`src/rtl/bht_update_queue_pkg.sv`:
```
// ============================================================================
// Module : bht_update_queue_pkg
// Brief  : Branch-resolution, BHT-update and queue-entry types shared by the
//          BHT update queue and its FIFO.
// Rev    : 1.0
// ============================================================================
`default_nettype none

package bht_update_queue_pkg;

   localparam int unsigned VLEN = 64;

   typedef enum logic [2:0] {
      NoCF   = 3'd0,
      Branch = 3'd1,
      Jump   = 3'd2,
      JumpR  = 3'd3,
      Return = 3'd4
   } cf_t;

   typedef struct packed {
      logic            valid;
      logic [VLEN-1:0] pc;
      logic            is_mispredict;
      logic            is_taken;
      cf_t             cf_type;
   } bp_resolve_t;

   typedef struct packed {
      logic            valid;
      logic [VLEN-1:0] pc;
      logic            taken;
   } bht_update_t;

   typedef struct packed {
      logic [VLEN-1:0] pc;
      logic            taken;
      logic            mispredict;
   } bht_upd_entry_t;

endpackage

`default_nettype wire

```
`src/rtl/bht_upd_fifo.sv`:
```
// ============================================================================
// Module : bht_upd_fifo
// Brief  : In-order DEPTH-entry FIFO of BHT update entries with synchronous
//          reset, flush, and full/empty/count status.
// Rev    : 1.0
// ============================================================================
`default_nettype none

module bht_upd_fifo
   import bht_update_queue_pkg::*;
#(
   parameter int unsigned DEPTH = 4
) (
   input  logic                     clk_i,
   input  logic                     rst_i,
   input  logic                     flush_i,
   input  logic                     push_i,
   input  bht_upd_entry_t           data_i,
   input  logic                     pop_i,
   output bht_upd_entry_t           data_o,
   output logic                     full_o,
   output logic                     empty_o,
   output logic [$clog2(DEPTH):0]   count_o
);

   localparam int unsigned PTR_W = $clog2(DEPTH);
   localparam logic [PTR_W:0] C_FULL = (PTR_W+1)'(DEPTH);

   logic [PTR_W-1:0] r_rptr;
   logic [PTR_W-1:0] r_wptr;
   logic [PTR_W:0]   r_count;
   bht_upd_entry_t   r_mem [DEPTH];

   logic w_push;
   logic w_pop;

   assign full_o  = (r_count == C_FULL);
   assign empty_o = (r_count == '0);
   assign count_o = r_count;
   assign data_o  = r_mem[r_rptr];

   // A push into a full FIFO is only legal when the head leaves in the same cycle.
   assign w_pop  = pop_i && !empty_o;
   assign w_push = push_i && (!full_o || w_pop);

   always_ff @(posedge clk_i) begin
      if (rst_i) begin
         r_rptr  <= '0;
         r_wptr  <= '0;
         r_count <= '0;
         for (int i = 0; i < int'(DEPTH); i++) begin
            r_mem[i] <= '0;
         end
      end else if (flush_i) begin
         r_rptr  <= '0;
         r_wptr  <= '0;
         r_count <= '0;
      end else begin
         if (w_push) begin
            r_mem[r_wptr] <= data_i;
            r_wptr        <= r_wptr + 1'b1;
         end
         if (w_pop) begin
            r_rptr <= r_rptr + 1'b1;
         end
         case ({w_push, w_pop})
            2'b10:   r_count <= r_count + 1'b1;
            2'b01:   r_count <= r_count - 1'b1;
            default: r_count <= r_count;
         endcase
      end
   end

endmodule

`default_nettype wire

```
`src/rtl/bht_update_queue.sv`:
```
// ============================================================================
// Module : bht_update_queue
// Brief  : Filters resolved conditional branches into an in-order FIFO and
//          issues one BHT update per cycle. Optional statistics counters are
//          built when BHT_UPD_STATS_EN is defined.
// Rev    : 1.0
// ============================================================================
`default_nettype none

module bht_update_queue
   import bht_update_queue_pkg::*;
#(
   parameter int unsigned DEPTH  = 4,
   parameter int unsigned STAT_W = 32
) (
   input  logic                clk_i,
   input  logic                rst_i,
   input  logic                flush_i,
   input  logic                debug_mode_i,
   input  bp_resolve_t         resolved_branch_i,
   input  logic                bht_ready_i,
   output bht_update_t         bht_update_o,
   output logic                full_o,
   output logic                empty_o,
   output logic [STAT_W-1:0]   stat_updates_o,
   output logic [STAT_W-1:0]   stat_mispredicts_o,
   output logic [STAT_W-1:0]   stat_drops_o
);

   logic                     w_push_req;
   logic                     w_issue;
   logic                     w_pop;
   logic                     w_drop;
   logic                     w_full;
   logic                     w_empty;
   logic [$clog2(DEPTH):0]   w_count;
   bht_upd_entry_t           w_in_entry;
   bht_upd_entry_t           w_head;

   assign w_push_req = resolved_branch_i.valid && (resolved_branch_i.cf_type == Branch)
                       && !debug_mode_i && !flush_i;
   assign w_issue    = (w_count != '0) && !debug_mode_i;
   assign w_pop      = w_issue && bht_ready_i;
   assign w_drop     = w_push_req && w_full && !w_pop;

   assign w_in_entry.pc         = resolved_branch_i.pc;
   assign w_in_entry.taken      = resolved_branch_i.is_taken;
   assign w_in_entry.mispredict = resolved_branch_i.is_mispredict;

   bht_upd_fifo #(
      .DEPTH (DEPTH)
   ) u_fifo (
      .clk_i   (clk_i),
      .rst_i   (rst_i),
      .flush_i (flush_i),
      .push_i  (w_push_req && !w_drop),
      .data_i  (w_in_entry),
      .pop_i   (w_pop),
      .data_o  (w_head),
      .full_o  (w_full),
      .empty_o (w_empty),
      .count_o (w_count)
   );

   assign full_o  = w_full;
   assign empty_o = w_empty;

   always_comb begin
      bht_update_o = '0;
      if (w_issue) begin
         bht_update_o.valid = 1'b1;
         bht_update_o.pc    = w_head.pc;
         bht_update_o.taken = w_head.taken;
      end
   end

`ifdef BHT_UPD_STATS_EN
   logic [STAT_W-1:0] r_stat_updates;
   logic [STAT_W-1:0] r_stat_mispredicts;
   logic [STAT_W-1:0] r_stat_drops;

   // Saturating counters; flush leaves them alone so history survives pipeline flushes.
   always_ff @(posedge clk_i) begin
      if (rst_i) begin
         r_stat_updates     <= '0;
         r_stat_mispredicts <= '0;
         r_stat_drops       <= '0;
      end else begin
         if (w_pop && !(&r_stat_updates)) begin
            r_stat_updates <= r_stat_updates + 1'b1;
         end
         if (w_pop && w_head.mispredict && !(&r_stat_mispredicts)) begin
            r_stat_mispredicts <= r_stat_mispredicts + 1'b1;
         end
         if (w_drop && !(&r_stat_drops)) begin
            r_stat_drops <= r_stat_drops + 1'b1;
         end
      end
   end

   assign stat_updates_o     = r_stat_updates;
   assign stat_mispredicts_o = r_stat_mispredicts;
   assign stat_drops_o       = r_stat_drops;
`else
   logic w_unused_stats;
   assign w_unused_stats     = w_head.mispredict ^ w_drop;
   assign stat_updates_o     = '0;
   assign stat_mispredicts_o = '0;
   assign stat_drops_o       = '0;
`endif

endmodule

`default_nettype wire

```
`config.mk`:
```
export PLATFORM = sky130hd
export DESIGN_NAME = bht_update_queue
export DESIGN_NICKNAME = d
export VERILOG_FILES = /design/src/rtl/bht_update_queue_pkg.sv /design/src/rtl/bht_upd_fifo.sv /design/src/rtl/bht_update_queue.sv
export SDC_FILE = /design/constraint.sdc
export NUM_CORES = 1
export LEC_CHECK = 0
export CAP_MARGIN = 30
export CORE_UTILIZATION = 45
export DETAILED_ROUTE_END_ITERATION = 8
export GPL_ROUTABILITY_DRIVEN = 0
export HOLD_SLACK_MARGIN = 0.12
export PLACE_DENSITY = 0.68
export SETUP_SLACK_MARGIN = 0.3
export SYNTH_ARGS = -nofsm -noshare
export SYNTH_HDL_FRONTEND = slang
export SYNTH_SLANG_ARGS = --single-unit
```
`constraint.sdc`:
```
create_clock -name clk_i -period 4.3 [get_ports clk_i]
set_clock_uncertainty 0.1 [all_clocks]
set_input_delay 0.86 -clock clk_i [delete_from_list [all_inputs] [get_ports clk_i]]
set_output_delay 0.86 -clock clk_i [all_outputs]
set_load 0.05 [all_outputs]
```
======== After elaboration in Yosys (flattened, before gate mapping) ========
Memory sizes are Yosys's and may differ from the RTL's. A register that Yosys moved wholly into a read port is not among the register bits.
Index checks and enable logic that the tools add are counted.
storage, ports and cells
  register bits after elaboration ......... 7
  output and inout port bits .............. 164
  memory bits (read-only) ................. 0
  latch bits .............................. 0
  memories kept ........................... 1
  memory bits (writable) .................. 264
memories
  memory        depth  bits a word  rd ports  clocked after memory_dff  wr ports  line                text
  u_fifo.r_mem  4      66           1         1                         4         bht_upd_fifo.sv:32  bht_upd_entry_t r_mem [DEPTH];
operators by class
  div/mod/pow operators ................... 0
  shift operators ......................... 0
  multipliers ............................. 0
  equality and inequality tests ........... 4
  magnitude comparators ................... 0
  reduce and logical (&&, ||, !) cells .... 22
  bitwise operators ....................... 0
  mux-type cells .......................... 13
  add/subtract/negate cells ............... 4
operator list
  kind                 number
  $mux 66              2
  $reduce_or 66->1     1
  $logic_and 1x1->1    10
  $mux 1               7
  $logic_not 1->1      6
  $mux 2               3
  $pmux 3 s2           1
  $add 2x1->2 const B  2
  $add 3x1->3 const B  1
  $eq 3x1->1 const B   1
  $eq 3x3->1 const B   1
  $logic_not 3->1      1
  $reduce_bool 3->1    1
  $sub 3x1->3 const B  1
  $eq 2x1->1 const B   1
  $eq 2x2->1 const B   1
  $reduce_bool 2->1    1
  $reduce_or 2->1      1
  $logic_or 1x1->1     1

======== Logic depth before layout (Yosys ltp) ========
Gate-level depths: netlist (run 1).
  depth after elaboration ................. 15
  mapped depth ............................ 11
  gate-level depth less buffers ........... 9

======== Hierarchy ========
Synthesis (run 1) repeated with hierarchy kept, for this count alone.
second synthesis, totals
  cell total of the unflattened synthesis .. 889
  area total of the unflattened synthesis .. 13364.1 µm²
by module, submodules not included
  module            cells each  area an instance (µm²)  times used  seq. area each (µm²)
  bht_upd_fifo      705         11981.5                 1           8107.8
  bht_update_queue  184         1382.6                  1           0.0

======== Least setup slack after synthesis (run 1) ========
Ideal clock, no wire load.
  path type ............................... input -> register
  start point ............................. input port flush_i
  end point ............................... memory u_fifo.r_mem[0][10] (netlist name), enable pin
  data arrival time ....................... 3.006 ns
  path slack .............................. 0.760 ns
  library setup time ...................... 0.434 ns
  cell stages on the path ................. 3
  buffers on the path ..................... 0
  cells stage by stage .................... nor4b_4 -> o2111ai_2 -> nand2b_1
RTL lines
  element      line                    text
  from (decl)  bht_update_queue.sv:18  input logic flush_i,
  to (decl)    bht_upd_fifo.sv:32

==> out/qor.csv, run 1 <==
metric,value,unit
distinct cell type count after synthesis,37,
R2R setup slack,1.49,ns
worst reg2reg startpoint,u_fifo.count_o[2],
Post-Route Utilization,53.9,%
CP Class,input port to output port,
sequential area share after synthesis,61.9,%
Final Cycle Share,84.7,%
combinational cell fraction of total power,7.9,%
Psw,0.00130,W
"Reg clk slew, reported paths",0.06,ns
# rows,61,
CTS buffer count,29,
critical path endpoint category,output port,
CP startpoint,debug_mode_i,
Final Hold Viols,0,
post-CTS setup buffer count,0,
hold buffer count at cts,0,
WP data required,3.34,ns
DR vias/cell,5.00,
n_diodes,0,
Detailed Routing Iterations Pass 1,5,
Slew Limit Fails,0,
Max clock buf depth,3,
worst min-delay path class,register to register,
pwr dens,374,nW/um^2
wire length per cell,18.6,um
RSZ-0062 raised after global routing,no,
Yosys Warn Count,0,
Setup crit end,bht_update_o[53],
nets,1142,
antenna violations before repair,0,
Max Cap Viol,0,
Internal,0.00435,W
core footprint,28000,um^2
worst vdd ir,247,uV
share of cells above drive strength 1,22.3,%
reg2reg end,u_fifo.count_o[2],
Synth Instances,933,
# DRC,0,
count of final setup violators,0,
Sw Share,23.0,%
Die Ht,171,um
FMAX,0.274,GHz
Lkg Pwr,5.48,nW
vias,7321,
CP startpoint kind,input port,
setup TNS,0,ns
mean post-synth cell area,13.8,um^2
Die Wd,171,um
clock sinks,269,
Hold Slack,0.398,ns
clock share of power,39.6,%
GR Util All Layers,19.0,%
part of the power in registers,52.4,%
first-pass GRT wire length,41700,um
Total Wirelength,27200,um
synthesis-to-layout area growth,17.0,%
Clock Latency Late Sink,0.53,ns
DP HPWL,15300,um
Rel. slew slack,39.9,%
Final Power,0.00564,W
Tmin final,3.64,ns
Synth Cell Area,12900,um^2
WP data arrival,2.68,ns
die area,29400,um^2
Worst Reg-to-Reg Cells,9,
root buf cell,clkbuf_16,
Post-DRT Antenna Nets,0,
# port buffers,141,
largest net degree at the start of global routing,66,
Initial Utilization,46.1,%
"most common cell after layout, fill and taps aside",edfxtp_1,
"flops & latches, synth",269,
"commonest cells after routing, fill and taps aside","edfxtp_1, nor2_1, conb_1, clkdlybuf4s50_1, buf_4",
H-tree Lvls,1,
CTS tree,yes,
worst-margin pin slew,0.902,ns
min-delay src,u_fifo.r_rptr[1],
CP Max Fanout,58,
GRT Residual Overflow,0,
outcome,finished clean,
post-CTS resize count,0,
Iteration-0 DRC Markers,492,
vias in the first global route,7498,
IO Count,239,
## Yosys cell counts
library cell	count	area share (%)
or3_1	4	0.19
o31ai_1	1	0.058
a21oi_1	5	0.19
nor2_2	40	1.9
and2_1	65	3.2
buf_1	2	0.058
nor4b_4	1	0.18
xor2_1	2	0.14
buf_12	5	0.78
conb_1	1	0.029
edfxtp_1	260	60
ha_1	1	0.097
buf_2	12	0.47
o21ai_0	2	0.078
or2_2	1	0.048
nand2b_1	68	3.3
o2111ai_1	1	0.068
mux4_2	65	11
nor2b_1	4	0.19
nand2_1	2	0.058
nor3_2	1	0.078
mux2i_1	2	0.16
or4_1	1	0.058
o211a_4	1	0.14
nor3_1	1	0.039
inv_1	5	0.15
inv_4	1	0.048
fa_1	1	0.16
o2111ai_2	3	0.35
buf_6	16	1.4
nand3b_1	1	0.058
clkbuf_1	21	0.61
or3b_1	1	0.068
buf_4	100	5.8
nor2_1	226	6.6
dfxtp_1	9	1.4
a31o_2	1	0.068
## metal layers
layer	vias up	wire length, um	global-route usage, %
met5	-	0	0
met4	0	489	4.62
met3	37	1550	2.58
met2	243	13800	32.6
met1	3701	11400	25.6
li1	3340	-	-
## worst min-delay path by stage
stage                     slack (ns)  cells past startpoint        to
after floorplan                 0.36                      2  register
after global placement          0.36                      2  register
after detailed placement        0.38                      2  register
after CTS                       0.40                      2  register
after global routing            0.42                      2  register
final                           0.40                      2  register
## state kept, by name, indices dropped and copies added, names as in the netlist, named ones only
register	flops
u_fifo.r_mem	260
u_fifo.r_rptr	2
u_fifo.r_wptr	2
u_fifo.count_o	3
## critical path, stage by stage
cell and delay [ns]:
clkdlybuf4s50_1 0.57, nor2_4 0.20, buf_4 0.53, and2_1 0.28, buf_4 0.22
## cells by family (layout without fill, tap and decap cells)
| family | Yosys count | after routing | share of synthesized area (%) |
|---|---|---|---|
| mux | 67 | 67 | 11.5 |
| xor+xnor | 2 | 2 | 0.136 |
| compound gates | 14 | 14 | 0.950 |
| other cells | 1 | 96 | 0.0291 |
| buf+inv | 162 | 219 | 9.32 |
| flops | 269 | 269 | 61.9 |
| fa+ha+maj | 2 | 2 | 0.252 |
| simple gates | 416 | 416 | 15.9 |
## power groups by stage
stage	Clock (W)	Combinational, W	Sequential [W]
after detailed placement	0	0.000450	0.00301
after floorplan	0	0.000379	0.00301
after CTS	0.00227	0.000451	0.00296
final	0.00224	0.000448	0.00296
after global placement	0	0.000449	0.00301
after global routing	0.00238	0.000477	0.00296
## stage by stage
step	instance area [um^2]	cells	setup WS, ns
global route	15100	1463	0.529
detailed placement	14200	1411	0.617
global placement	14200	1411	0.685
floorplan	13300	1028	0.760
CTS	15100	1462	0.613
finish	15100	1463	0.657
## final cells by class
type,count,area (um^2)
Fill cell,2415,12900
Sequential cell,269,8000
Multi-Input combinational cell,597,4150
Timing Repair Buffer,162,1620
Clock buffer,39,763
Tap cell,378,473
Clock inverter,12,80.1
Inverter,6,25.0
(Power assumes the default switching activity.)
==> run 2: changes to the inputs <==
clock period = 3.6 ns   (was 4.3 ns; I/O delays follow)
==> run 2 against run 1 <==
Effect of this change:
- first-iteration DRC count is 20% higher
- cell area grew 5.2%
- worst setup slack got worse by 0.16 ns
- sequential cell count is the same
- non-clock buffer count is 6 higher
- combinational power grew 22%
- clock-buffer cell count down 2
- hold slack got worse by 0.020 ns
- via count fell by 0.36%
- final cell count grew 0.27%
- power rose by 19%
- core utilization increased by 2.8 points
==> out/qor.csv, run 2 (same netlist as run 1, synthesis figures left out) <==
metric,value,unit
"commonest cells after routing, fill and taps aside","edfxtp_1, nor2_1, conb_1, buf_12, clkdlybuf4s50_1",
CP Max Fanout,33,
GR Util All Layers,18.8,%
Hold Slack,0.378,ns
vias in the first global route,7415,
R2R setup slack,0.81,ns
first-pass GRT wire length,41600,um
CTS buffer count,27,
Post-DRT Antenna Nets,0,
critical path endpoint category,output port,
Iteration-0 DRC Markers,589,
Lkg Pwr,5.69,nW
CP Class,register to output port,
# DRC,0,
worst reg2reg startpoint,u_fifo.count_o[2],
synthesis-to-layout area growth,23.2,%
antenna violations before repair,0,
share of cells above drive strength 1,23.2,%
count of final setup violators,0,
worst vdd ir,287,uV
crit path buf inv count,2,
"non-filler cells, final",1467,
H-tree Lvls,1,
RSZ-0062 raised after global routing,no,
slack of the critical path,0.499,ns
max reg flops,260,
Post-Route Utilization,56.8,%
Worst Reg-to-Reg Cells,9,
min-delay src,u_fifo.r_rptr[1],
worst min-delay path class,register to register,
largest net degree at the start of global routing,66,
vias,7295,
"most common cell after layout, fill and taps aside",edfxtp_1,
DP HPWL,16100,um
WP data required,2.78,ns
max incr delay on CP,0.70,ns
part of the power in registers,52.6,%
placed cells,1415,
CP startpoint kind,register,
die area,29400,um^2
WP data arrival,2.28,ns
"Reg clk slew, reported paths",0.06,ns
Total Wirelength,27100,um
# port buffers,141,
crit-path most repeated cell,buf_12,
Clock Latency Late Sink,0.51,ns
reg2reg end,u_fifo.count_o[2],
Hold Path Depth,2,
wire length per cell,18.4,um
setup TNS,0,ns
Die Wd,171,um
Psw,0.00154,W
outcome,finished clean,
worst path cell trace,buf_12 -> mux4_2 -> and2_1 -> buf_12,
CTS tree,yes,
root buf cell,clkbuf_16,
clock sinks,269,
pwr dens,423,nW/um^2
slowest CP cell,dfxtp_4,
core footprint,28000,um^2
nets,1146,
Die Ht,171,um
pre-CTS setup slack,0.286,ns
Final Cycle Share,86.1,%
Slew Limit Fails,0,
Internal,0.00519,W
Max clock buf depth,3,
clock share of power,39.3,%
Rel. slew slack,38.5,%
DR vias/cell,4.97,
"Largest delay share family, worst path",flip-flops,
Tmin final,3.10,ns
Initial Utilization,46.1,%
combinational cell fraction of total power,8.1,%
n_diodes,0,
# rows,61,
GRT Residual Overflow,0,
Sw Share,22.8,%
Max Cap Viol,0,
Reg with most FFs,u_fifo.r_mem,
Final Hold Viols,0,
worst-margin pin slew,0.922,ns
Detailed Routing Iterations Pass 1,5,
FMAX,0.322,GHz
IO Count,239,
run 2: layout make-up:
| type | count | area (um^2) |
|---|---|---|
| clock buffer | 37 | 787 |
| clock inverter | 12 | 60.1 |
| fill | 2271 | 12100 |
| inverter | 6 | 25.0 |
| multi-input combinational | 597 | 4150 |
| sequential | 269 | 8000 |
| tap | 378 | 473 |
| timing repair buffer | 168 | 2410 |
run 2: metrics by stage:
stage	instance area, um^2	total power, W
finish	15900	0.00672
CTS	15900	0.00678
detailed placement	15000	0.00415
global route	15900	0.00692
floorplan	13300	0.00405
global placement	15000	0.00414
run 2: timing repair:
item / in CTS / in global routing
setup buffers: 0 / 3
hold endpoints to repair: 0 / 0
setup endpoints to repair: 0 / 34
hold buffers: 0 / 0
gates resized for setup: 0 / 1
run 2: how the worst max path moves through the flow:
| stage | from | to | slack (ns) | depth (start not counted) |
|---|---|---|---|---|
| global placement | debug_mode_i | u_fifo.count_o[2] | 0.30 | 10 |
| CTS | register | bht_update_o[30] | 0.30 | 4 |
| floorplan | flush_i | u_fifo.r_mem[0][10] | 0.20 | 3 |
| detailed placement | debug_mode_i | u_fifo.count_o[2] | 0.29 | 10 |
| global route | register | bht_update_o[30] | 0.41 | 4 |
| finish | register | bht_update_o[30] | 0.50 | 4 |
run 2: power groups by stage:
stage               Combinational, W  Clock [W]  Sequential [W]
detailed placement          0.000548          0         0.00360
finish                      0.000546    0.00264         0.00353
CTS                         0.000550    0.00270         0.00353
global route                0.000579    0.00280         0.00354
floorplan                   0.000453          0         0.00360
global placement            0.000545          0         0.00359
run 2: worst reg2reg max path, cell delays in order, from the launching register on:
cell and delay (ns):
dfxtp_1 0.38, or3b_1 0.56, o211a_4 0.35, inv_4 0.12, ha_1 0.20, inv_1 0.06, fa_1 0.37, xor2_1 0.16
or3_1 0.30, a21oi_1 0.14
run 2: routing by layer:
metal,GRT usage [%],routed length (um),vias up
met5,0,0,-
met2,33.0,14100,234
met1,24.6,11100,3679
met3,2.74,1370,32
met4,4.39,421,0
li1,-,-,3350
==> run 3: changes to the inputs <==
CORE_MARGIN = 8   (was unset)
==> run 3 against run 2 <==
Effect of this change:
- cell area decreased by 0.34%
- sequential cell count unchanged
- clock-buffer cell count decreased by 4
- hold slack improved by 0.0067 ns
- largest power group unchanged
==> out/qor.csv, run 3 (same netlist as run 1, synthesis figures left out) <==
metric,value,unit
Internal,0.00517,W
antenna violations before repair,0,
Hold Slack,0.385,ns
GRT busiest layer,met2,
worst min-delay path class,register to register,
final instance area,15800,um^2
RSZ-0062 raised after global routing,no,
GRT met2 Usage,29.3,%
Rel. slew slack,41.7,%
Post-DRT Antenna Nets,0,
dpl cell area,15000,um^2
H-tree Lvls,1,
setup TNS,0,ns
outcome,finished clean,
vias,7288,
Max clock buf depth,3,
largest net degree at the start of global routing,66,
Reg with most FFs,u_fifo.r_mem,
FMAX,0.318,GHz
WP data arrival,2.32,ns
part of the power in registers,52.6,%
WP data required,2.78,ns
first-pass GRT wire length,43600,um
wire length per cell,19.4,um
GRT Residual Overflow,0,
"most common cell after layout, fill and taps aside",edfxtp_1,
pwr dens,424,nW/um^2
Final Hold Viols,0,
DR vias/cell,4.97,
Total Wirelength,28400,um
Clock Latency Late Sink,0.52,ns
GR Util All Layers,16.4,%
combinational cell fraction of total power,8.1,%
# DRC,0,
CTS buffer count,27,
met3 Usage GRT,2.90,%
# rows,62,
Sw Share,23.0,%
CTS tree,yes,
Lkg Pwr,5.67,nW
Iteration-0 DRC Markers,519,
max reg flops,260,
"Reg clk slew, reported paths",0.06,ns
CP Max Fanout,36,
CP startpoint kind,register,
worst-margin pin slew,0.875,ns
CP Class,register to output port,
synthesis-to-layout area growth,22.7,%
Detailed Routing Iterations Pass 1,5,
fillers,2345,
share of cells above drive strength 1,22.6,%
Max Cap Viol,0,
GR Layer Usage met1,20.7,%
n_diodes,0,
Psw,0.00155,W
worst vdd ir,253,uV
# port buffers,141,
IO Count,239,
Reg area,8000,um^2
clock sinks,269,
"commonest cells after routing, fill and taps aside","edfxtp_1, nor2_1, conb_1, buf_12, clkdlybuf4s50_1",
Multi-input gate area,4150,um^2
"non-filler cells, final",1467,
placed cells,1418,
Slew Limit Fails,0,
Tmin final,3.14,ns
core footprint,28500,um^2
nets,1140,
vias in the first global route,7775,
Final Cycle Share,87.3,%
critical path endpoint category,output port,
post-CTS setup buffer count,0,
DP HPWL,16900,um
clock share of power,39.3,%
Die Wd,185,um
count of final setup violators,0,
Initial Utilization,45.3,%
Die Ht,185,um
die area,34400,um^2
root buf cell,clkbuf_16,
[run 3: power by group through the flow]
stage,Combinational [W],Sequential [W],Clock (W)
after global routing,0.000576,0.00354,0.00283
final,0.000544,0.00353,0.00264
after floorplan,0.000453,0.00360,0
after global placement,0.000541,0.00359,0
after CTS,0.000545,0.00353,0.00270
after detailed placement,0.000544,0.00360,0
[run 3: worst paths after layout]
kind                                         from                end  slack [ns]  cells after the start
worst max-delay path                     register    bht_update_o[3]        0.46                      4
worst min-delay path             u_fifo.r_rptr[1]           register        0.38                      2
worst max register to register  u_fifo.count_o[2]  u_fifo.count_o[2]        0.90                      9
worst min register to register   u_fifo.r_rptr[1]           register        0.38                      2
[run 3: per-layer routing]
metal | wire (um) | share of wire (%)
met4 | 367 | 1.3
met1 | 11200 | 39
met5 | 0 | 0
met3 | 2070 | 7.3
met2 | 14800 | 52
[run 3: layout make-up]
cell class              instances  area share, %
clock inverters                16          0.813
multi-input cells             597           26.2
clock buffers                  33           4.41
well taps                     384           3.03
inverters                       6          0.158
repair buffers                162           15.0
flip-flops and latches        269           50.5
[run 3: what timing repair did]
action,in CTS,in global routing
gates resized for setup,1,1
cloned,0,0
hold buffers,0,0
hold endpoints to repair,0,0
setup endpoints to repair,2,1
[run 3: critical path, stage by stage (launching register included)]
cell     delay [ns]
dfxtp_4        0.48
buf_12         0.32
mux4_2         0.59
and2_1         0.21
buf_12         0.15
[run 3: through the flow]
stage | setup slack [ns] | total power, W | utilization (%)
after floorplan | 0.200 | 0.00405 | -
after global placement | 0.378 | 0.00413 | 52.7
after detailed placement | 0.327 | 0.00414 | 52.7
after CTS | 0.348 | 0.00677 | 55.6
after global routing | 0.326 | 0.00694 | 55.6
final | 0.458 | 0.00672 | 55.6
